==> config.mk <==
export PLATFORM = sky130hd
export DESIGN_NAME = dcm_prog_engine
export DESIGN_NICKNAME = d
export VERILOG_FILES = /design/src/rtl/dcm_prog_engine.sv
export SDC_FILE = /design/constraint.sdc
export NUM_CORES = 1
export LEC_CHECK = 0
export CAP_MARGIN = 20
export CORE_MARGIN = 4
export CORE_UTILIZATION = 54
export CTS_BUF_LIST = sky130_fd_sc_hd__clkbuf_8
export DETAILED_ROUTE_END_ITERATION = 7
export PLACE_DENSITY_LB_ADDON = 0.12
export SLEW_MARGIN = 30
export SYNTH_ARGS = -nofsm -noshare
export SYNTH_HDL_FRONTEND = slang
export SYNTH_SLANG_ARGS = --single-unit
==> constraint.sdc <==
create_clock -name clk_i -period 3.75 [get_ports clk_i]
set_clock_uncertainty 0.15 [all_clocks]
set_input_delay 0.75 -clock clk_i [delete_from_list [all_inputs] [get_ports clk_i]]
set_output_delay 0.75 -clock clk_i [all_outputs]
set_load 0.1 [all_outputs]
==> src/rtl/dcm_prog_engine.sv <==
// Programs N_CH DCM_CLKGEN channels with clamped M/D values over a PROGEN/PROGDATA serial protocol.
// Optional build macro DCM_PROG_TIMEOUT_EN adds a PROGDONE timeout with sticky per-channel error.
module dcm_prog_engine #(
    parameter int unsigned N_CH          = 2,
    parameter int unsigned MIN_MULT      = 20,
    parameter int unsigned MAX_MULT      = 88,
    parameter int unsigned MAX_DIV       = 32,
    parameter int unsigned INITIAL_MULT  = 60,
    parameter int unsigned INITIAL_DIV   = 10,
    parameter int unsigned PROG_DIV      = 4,
    parameter int unsigned TIMEOUT_TICKS = 1024,
    localparam int unsigned CH_W         = (N_CH > 1) ? $clog2(N_CH) : 1
) (
    input  logic              clk_i,
    input  logic              reset_i,
    input  logic              cmd_valid_i,
    output logic              cmd_ready_o,
    input  logic [CH_W-1:0]   cmd_ch_i,
    input  logic [7:0]        cmd_mult_i,
    input  logic [7:0]        cmd_div_i,
    output logic [N_CH-1:0]   dcm_prog_en_o,
    output logic [N_CH-1:0]   dcm_prog_data_o,
    input  logic [N_CH-1:0]   dcm_prog_done_i,
    output logic              busy_o,
    output logic [8*N_CH-1:0] cur_mult_o,
    output logic [N_CH-1:0]   error_o
);

    localparam int unsigned DIV_W  = $clog2(PROG_DIV);
    localparam int unsigned STEP_W = 5;

    typedef enum logic [1:0] {ST_IDLE, ST_FRAME, ST_WAIT} state_e;

    function automatic logic [7:0] clamp_mult(input logic [7:0] m);
        logic [7:0] r;
        r = m;
        if (32'(m) < MIN_MULT) r = 8'(MIN_MULT);
        else if (32'(m) > MAX_MULT) r = 8'(MAX_MULT);
        return r;
    endfunction

    function automatic logic [7:0] clamp_div(input logic [7:0] d);
        logic [7:0] r;
        r = d;
        if (d == 8'd0) r = 8'd1;
        else if (32'(d) > MAX_DIV) r = 8'(MAX_DIV);
        return r;
    endfunction

    // {en,data} for one frame step: header, D-1 LSB first, gap, header, M-1 LSB first, gap, trailer
    function automatic logic [1:0] frame_bits(input logic [STEP_W-1:0] step,
                                              input logic [7:0] m1, input logic [7:0] d1);
        logic [1:0] b;
        b = 2'b00;
        if (step == 5'd0 || step == 5'd13 || step == 5'd14) b = 2'b11;
        else if (step == 5'd1 || step == 5'd25) b = 2'b10;
        else if (step >= 5'd2 && step <= 5'd9) b = {1'b1, d1[3'(step - 5'd2)]};
        else if (step >= 5'd15 && step <= 5'd22) b = {1'b1, m1[3'(step - 5'd15)]};
        return b;
    endfunction

    state_e            state_q, state_d;
    logic [STEP_W-1:0] step_q, step_d;
    logic [CH_W-1:0]   sel_q, sel_d, last_q, last_d;
    logic [7:0]        m1_q, m1_d, d1_q, d1_d;
    logic [N_CH-1:0]   pend_q, pend_d;
    logic [7:0]        pm_q [N_CH];
    logic [7:0]        pm_d [N_CH];
    logic [7:0]        pd_q [N_CH];
    logic [7:0]        pd_d [N_CH];
    logic [7:0]        cm_q [N_CH];
    logic [7:0]        cm_d [N_CH];
    logic [7:0]        cd_q [N_CH];
    logic [7:0]        cd_d [N_CH];
    logic [N_CH-1:0]   en_q, en_d, data_q, data_d;
    logic              busy_q, busy_d, ready_q;
    logic [DIV_W-1:0]  div_cnt_q, div_cnt_d;
    logic              tick_c;

`ifdef DCM_PROG_TIMEOUT_EN
    localparam int unsigned TMO_W = $clog2(TIMEOUT_TICKS + 1);
    logic [TMO_W-1:0] tmo_q, tmo_d;
    logic [N_CH-1:0]  err_q, err_d;
    assign error_o = err_q;
`else
    logic unused_tmo_c;
    assign unused_tmo_c = |TIMEOUT_TICKS;
    assign error_o      = '0;
`endif

    assign tick_c          = (div_cnt_q == DIV_W'(PROG_DIV - 1));
    assign cmd_ready_o     = ready_q;
    assign dcm_prog_en_o   = en_q;
    assign dcm_prog_data_o = data_q;
    assign busy_o          = busy_q;

    always_comb begin
        cur_mult_o = '0;
        for (int unsigned c = 0; c < N_CH; c++) cur_mult_o[8*c +: 8] = cm_q[c];
    end

    // Next-state: engine advances only on tick; accepted commands overwrite pending slots last
    always_comb begin
        logic              found;
        logic [CH_W-1:0]   cand;
        int unsigned       idx;
        logic [1:0]        bits;
        state_d   = state_q;
        step_d    = step_q;
        sel_d     = sel_q;
        last_d    = last_q;
        m1_d      = m1_q;
        d1_d      = d1_q;
        pend_d    = pend_q;
        pm_d      = pm_q;
        pd_d      = pd_q;
        cm_d      = cm_q;
        cd_d      = cd_q;
        en_d      = '0;
        data_d    = '0;
        bits      = 2'b00;
        found     = 1'b0;
        cand      = '0;
        idx       = 0;
        div_cnt_d = tick_c ? '0 : div_cnt_q + DIV_W'(1);
`ifdef DCM_PROG_TIMEOUT_EN
        tmo_d     = tmo_q;
        err_d     = err_q;
`endif

        for (int unsigned k = 1; k <= N_CH; k++) begin
            idx = (32'(last_q) + k) % N_CH;
            if (!found && pend_q[CH_W'(idx)]) begin
                found = 1'b1;
                cand  = CH_W'(idx);
            end
        end

        if (tick_c) begin
            case (state_q)
                ST_IDLE: begin
                    if (found) begin
                        pend_d[cand] = 1'b0;
                        last_d       = cand;
                        if (pm_q[cand] != cm_q[cand] || pd_q[cand] != cd_q[cand]) begin
                            sel_d   = cand;
                            m1_d    = pm_q[cand] - 8'd1;
                            d1_d    = pd_q[cand] - 8'd1;
                            step_d  = '0;
                            state_d = ST_FRAME;
                        end
                    end
                end
                ST_FRAME: begin
                    if (step_q == STEP_W'(25)) begin
                        state_d = ST_WAIT;
`ifdef DCM_PROG_TIMEOUT_EN
                        tmo_d   = '0;
`endif
                    end else begin
                        step_d = step_q + STEP_W'(1);
                    end
                end
                ST_WAIT: begin
                    if (dcm_prog_done_i[sel_q]) begin
                        cm_d[sel_q] = m1_q + 8'd1;
                        cd_d[sel_q] = d1_q + 8'd1;
                        state_d     = ST_IDLE;
`ifdef DCM_PROG_TIMEOUT_EN
                        err_d[sel_q] = 1'b0;
                    end else if (tmo_q == TMO_W'(TIMEOUT_TICKS - 1)) begin
                        err_d[sel_q] = 1'b1;
                        state_d      = ST_IDLE;
                    end else begin
                        tmo_d = tmo_q + TMO_W'(1);
`endif
                    end
                end
                default: state_d = ST_IDLE;
            endcase
        end

        if (cmd_valid_i && ready_q && (32'(cmd_ch_i) < N_CH)) begin
            pm_d[cmd_ch_i]   = clamp_mult(cmd_mult_i);
            pd_d[cmd_ch_i]   = clamp_div(cmd_div_i);
            pend_d[cmd_ch_i] = 1'b1;
        end

        if (state_d == ST_FRAME) begin
            bits          = frame_bits(step_d, m1_d, d1_d);
            en_d[sel_d]   = bits[1];
            data_d[sel_d] = bits[0];
        end
        busy_d = (state_d != ST_IDLE) || (|pend_d);
    end

    always_ff @(posedge clk_i) begin
        if (reset_i) begin
            state_q   <= ST_IDLE;
            step_q    <= '0;
            sel_q     <= '0;
            last_q    <= CH_W'(N_CH - 1);
            m1_q      <= '0;
            d1_q      <= '0;
            pend_q    <= '1;
            en_q      <= '0;
            data_q    <= '0;
            busy_q    <= 1'b0;
            ready_q   <= 1'b0;
            div_cnt_q <= '0;
            for (int unsigned c = 0; c < N_CH; c++) begin
                pm_q[c] <= clamp_mult(8'(INITIAL_MULT));
                pd_q[c] <= clamp_div(8'(INITIAL_DIV));
                cm_q[c] <= '0;
                cd_q[c] <= '0;
            end
`ifdef DCM_PROG_TIMEOUT_EN
            tmo_q     <= '0;
            err_q     <= '0;
`endif
        end else begin
            state_q   <= state_d;
            step_q    <= step_d;
            sel_q     <= sel_d;
            last_q    <= last_d;
            m1_q      <= m1_d;
            d1_q      <= d1_d;
            pend_q    <= pend_d;
            pm_q      <= pm_d;
            pd_q      <= pd_d;
            cm_q      <= cm_d;
            cd_q      <= cd_d;
            en_q      <= en_d;
            data_q    <= data_d;
            busy_q    <= busy_d;
            ready_q   <= 1'b1;
            div_cnt_q <= div_cnt_d;
`ifdef DCM_PROG_TIMEOUT_EN
            tmo_q     <= tmo_d;
            err_q     <= err_d;
`endif
        end
    end

endmodule

==> results of run 1 <==
-- cell type report --
| cell class | instances | area [sq um] |
|---|---|---|
| clock inverter | 7 | 100 |
| timing repair buffer | 62 | 563 |
| sequential | 99 | 2040 |
| clock buffer | 9 | 124 |
| inverter | 14 | 52.6 |
| fill | 854 | 3220 |
| tap | 129 | 161 |
| multi-input combinational | 480 | 3110 |
-- flip-flops by register name (all words and copies together), names as in the netlist --
name / flops
last_q: 1
m1_q: 8
state_q: 2
step_q: 5
d1_q: 8
sel_q: 1
dcm_prog_data_o: 2
cd_q: 16
pend_q: 2
pm_q: 16
dcm_prog_en_o: 2
cmd_ready_o: 1
pd_q: 16
cur_mult_o: 16
div_cnt_q: 2
busy_o: 1
-- logic make-up after synthesis --
kind of cell / synth area share [%]
AOI/OAI and AO/OA: 16.4
other: 0.0713
xor gates and xnor gates: 10.6
and+or+nand+nor: 21.7
adders and majority gates: 3.52
buffers and inverters: 3.85
muxes: 6.14
DFF: 37.7
-- cells in the mapped netlist, types with 2 or more instances --
cell / number
and2_1: 6
a211oi_1: 34
nor2_1: 87
nor2b_1: 3
a31oi_1: 4
a21oi_1: 30
xnor2_1: 13
a2bb2oi_1: 2
inv_1: 12
o311ai_0: 2
mux4_2: 2
nand2b_1: 3
nand4_1: 3
and3_1: 16
xor2_1: 49
o211ai_1: 16
nor3_1: 18
mux2i_1: 24
nand2_1: 70
inv_2: 2
buf_1: 4
buf_2: 3
buf_4: 3
clkbuf_1: 23
dfxtp_1: 99
nand3b_1: 2
nand3_1: 20
a221o_1: 2
ha_1: 14
o21ai_0: 13
nor4_1: 10
-- through the flow --
stage	setup WS (ps)	power, uW	instances	hold slack, ps
2_1_floorplan	84.1	1340	627	254
3_3_place_gp	229	1440	784	264
3_5_place_dp	152	1440	784	279
4_1_cts	112	2220	800	294
5_1_grt	7.93	2300	800	315
6_report	248	2210	800	293
-- routing by layer --
layer	wire, um	track usage [%]
met1	6640	36.4
met2	6610	41.4
met3	929	6.02
met4	223	6.94
met5	0	0
-- report_power, final --
| group | switching, uW | internal [uW] | total (uW) |
|---|---|---|---|
| registers | 37.9 | 1070 | 1110 |
| clock network | 404 | 384 | 788 |
| logic | 204 | 115 | 319 |
| total | 646 | 1570 | 2210 |
-- worst paths after layout --
check / startpoint / endpoint / slack (ps)
max: pd_q[1] / dcm_prog_data_o[1] / 250
min reg2reg: div_cnt_q[0] / div_cnt_q[0] / 290
min: div_cnt_q[0] / div_cnt_q[0] / 290
max reg2reg: pd_q[1] / dcm_prog_data_o[1] / 250
==> results.cfg, run 1 <==
[layout]
area_growth_syn_to_layout_pct = 17.0
drive_above_1_share_pct = 10.9
diodes = 0
fin_util_pct = 65.7
finalInstanceArea_sq_mm = 0.00615
num-nets-final = 702
layout_common_cells = nor2_1 (84), dfxtp_1 (82), nand2_1 (70)
layout_commonest_cell = nor2_1

[worst_setup_path]
required_ps = 3930
worstPathCellList = xor2_1 -> nor4_1 -> nand4_1 -> and3_2 -> nor2_2 -> nand2_1 -> ha_1 -> and3_1 -> o221a_2 -> a41oi_1 -> o211ai_1 -> o311ai_1 -> and2_1
r2r.worst_path.cells = 13
worstSetupStartpointType = flop
max_stage_delay_ps = 400
arrival_ps = 3680
crit_type = flop to flop
cp_slowest_cell = ha_1
crit_buf_inv = 0
critPathMaxFanout = 6
path_depth = 13
end_kind = flop
cp_top_family = simple AND/OR/NAND/NOR gates

[drt]
vias = 4671
wl_per_cell_um = 18.0
drt_iter0_drc = 281
drc_errors = 0
drt-vias-per-instance = 5.84
drtPass1Iterations = 5
wl_um = 14400
postRouteAntennaNets = 0

[clock_tree]
cts_sinks = 99
tritoncts = built
post_cts_buffers = 0
path_clk_slew_ps = 100
hold_buffers = 0
cts_max_path_buffers = 2
numCtsBuffers = 9
cts_root_buf = clkbuf_8
cts-resized-gates = 0
htreeDepth = 3
clock_latency_ps = 390

[global_route]
grt_pass1_vias = 4459
overflow = 0
grt_max_degree = 35
groute.usage.overall_pct = 26.3
grt_pass1_wl_um = 23500
antenna_found_initial = 0

[run_status]
outcome = finished, final reports clean

[synth]
yosys.area.top_type = dfxtp_1
yosysSeqAreaShare_pct = 37.7
synth_edf_count = 0
synth_top_area_share_pct = 37.7
synthTopCellsByArea = dfxtp_1 (38%), xor2_1 (8.2%), nor2_1 (6.2%), nand2_1 (5.0%), a211oi_1 (4.9%)
netlist_area_sq_mm = 0.00526
ys.flop_type = dfxtp_1
ys_seq_elements = 99
syn-mean-instance-area_sq_um = 8.40
postSynth.asyncResetShare_pct = 0
ys_types = 68
yosys_warnings = 0
synthCells = 626

[placement]
place_area_sq_mm = 0.00591
dpl.hpwl_um = 10900
io_buffers = 43
place.gp.congestion = 0.898

[flow_run]
max_cap_violations = 0

[sta]
relSlewSlack_pct = 33.7
drv_slew = 0
tightestPinTransition_ps = 991
rsz0062_at_grt = false
finalSetupViolCount = 0
min_period_ps = 3500
fmax_ghz = 0.286
fin_crit_sh_pct = 93.4
hold_viol = 0
fin_setup_tns_ps = 0

[die]
num_rows = 35
die-area_sq_mm = 0.0114
die_h_um = 107
initial_core_util_pct = 56.1
dieWidth_um = 107
core_area_sq_mm = 0.00937
ios = 46

[worst_hold_path]
hp-class = flop to flop
hold_depth = 1

[pwr]
p_leak_uw = 0.00245
power.density_mw_per_mm2 = 360
vdd_drop_max_uv = 280
Power figures use the tool's default switching activity.
==> inputs of run 2 (changes only) <==
- PLACE_DENSITY: unset -> 0.78
- PLACE_DENSITY_LB_ADDON: 0.12 -> unset
==> run 2 against run 1 <==
Power is 0.71% higher. First-iteration DRC count is 16% higher. Largest cell class unchanged. Combinational power hardly changed.
==> results.cfg, run 2 (synthesis results as in run 1) <==
[die]
die_h_um = 107
ios = 46
die-area_sq_mm = 0.0114
dieWidth_um = 107
num_rows = 35
initial_core_util_pct = 56.1
core_area_sq_mm = 0.00937

[layout]
fillers = 808
area_growth_syn_to_layout_pct = 17.8
register_area_sq_mm = 0.00205
finalInstanceArea_sq_mm = 0.00620
layout_commonest_cell = nor2_1
num-nets-final = 704
diodes = 0
layout_common_cells = nor2_1 (85), dfxtp_1 (79), nand2_1 (70)
multi_input_area_sq_mm = 0.00313
drive_above_1_share_pct = 11.9

[global_route]
overflow = 0
use_met3_pct = 5.18
grt.busiest_layer = met2
grtUsageMet1_pct = 34.3
grt_pass1_wl_um = 23000
groute.usage.overall_pct = 25.6
grt_pass1_vias = 4491
grt_use_met2_pct = 41.4
grt_max_degree = 48
antenna_found_initial = 0

[placement]
dpl.hpwl_um = 10500
place_area_sq_mm = 0.00588
place.gp.congestion = 0.908
io_buffers = 43
preCtsSetupSlack_ps = 23.8

[pwr]
power.share.sequential_pct = 49.6
p_leak_uw = 0.00246
vdd_drop_max_uv = 259
power_switching_uw = 654
power.density_mw_per_mm2 = 360
comb_power_share_pct = 14.4
internal_power_uw = 1580
switching_share_pct = 29.3
clock_power_share_pct = 36.0

[clock_tree]
clock_latency_ps = 390
hold_buffers = 0
cts_max_path_buffers = 2
cts_sinks = 99
cts_root_buf = clkbuf_8
path_clk_slew_ps = 100
tritoncts = built
numCtsBuffers = 9
htreeDepth = 3

[drt]
drt_iter0_drc = 327
drc_errors = 0
drtPass1Iterations = 5
postRouteAntennaNets = 0
wl_per_cell_um = 17.8
wl_um = 14300
vias = 4696
drt-vias-per-instance = 5.86

[sta]
min_period_ps = 3550
fin_crit_sh_pct = 94.6
hold_viol = 0
drv_slew = 0
tightestPinTransition_ps = 1000
finalSetupViolCount = 0
setup_slack_ps = 203
relSlewSlack_pct = 32.9
fmax_ghz = 0.282

[worst_setup_path]
critPathMaxFanout = 6
required_ps = 3930
worstSetupStartpointType = flop
worstPathCellList = xor2_1 -> nor4_2 -> nand4_1 -> and4bb_2 -> nor2_2 -> nand2_1 -> ha_1 -> and3_1 -> o221a_2 -> a41oi_1 -> o211ai_1 -> o311ai_2 -> and2_1
end_kind = flop
arrival_ps = 3730
cp_slowest_cell = ha_1
crit_type = flop to flop
max_stage_delay_ps = 400

[run_status]
outcome = finished, final reports clean

[worst_hold_path]
hp-class = flop to flop

[flow_run]
max_cap_violations = 0
[run 2: layout make-up]
cell class	instances	share of cell area (%)
multi-input cells	480	50.5
flip-flops and latches	99	33.0
repair buffers	64	9.33
well taps	129	2.60
clock buffers	9	2.00
clock inverters	7	1.74
inverters	14	0.848
[run 2: worst paths after layout]
| kind | from | to | slack [ps] | depth (start not counted) |
|---|---|---|---|---|
| hold reg to reg | div_cnt_q[0] | div_cnt_q[0] | 290 | 1 |
| hold / removal | div_cnt_q[0] | div_cnt_q[0] | 290 | 1 |
| setup reg to reg | pm_q[12] | dcm_prog_data_o[0] | 200 | 13 |
| setup / recovery | pm_q[12] | dcm_prog_data_o[0] | 200 | 13 |
[run 2: metrics by stage]
step                utilization, %  std cells  power (uW)  hold slack (ps)  setup TNS, ps
CTS                           65.3        797        2230              289              0
finish                        66.1        802        2230              286              0
global route                  66.1        802        2320              316          -48.0
detailed placement            62.8        781        1440              274              0
global placement              62.8        781        1440              262              0
floorplan                        -        627        1340              254              0
[run 2: layer usage]
metal	vias to the layer above	routed length (um)
li1	2287	-
met1	2227	6390
met2	159	6640
met3	23	981
met4	0	306
met5	-	0
[run 2: critical path, delay by kind of cell, from the launching register on]
| kind | cells | cell delay [ps] |
|---|---|---|
| fa+ha+maj | 1 | 400 |
| flops | 1 | 380 |
| compound gates | 4 | 820 |
| xor+xnor | 1 | 180 |
| simple gates | 7 | 1570 |
[run 2: power by group through the flow]
| stage | registers (uW) | clock network, uW | logic (uW) |
|---|---|---|---|
| 2_1_floorplan | 1160 | 0 | 183 |
| 3_3_place_gp | 1130 | 0 | 309 |
| 3_5_place_dp | 1130 | 0 | 313 |
| 4_1_cts | 1100 | 811 | 315 |
| 5_1_grt | 1110 | 859 | 347 |
| 6_report | 1110 | 802 | 322 |
[run 2: repair_timing]
item / in CTS / in global routing
pin swaps: 0 / 1
resized for setup: 1 / 10
setup buffers: 0 / 5
setup endpoints to repair: 2 / 2
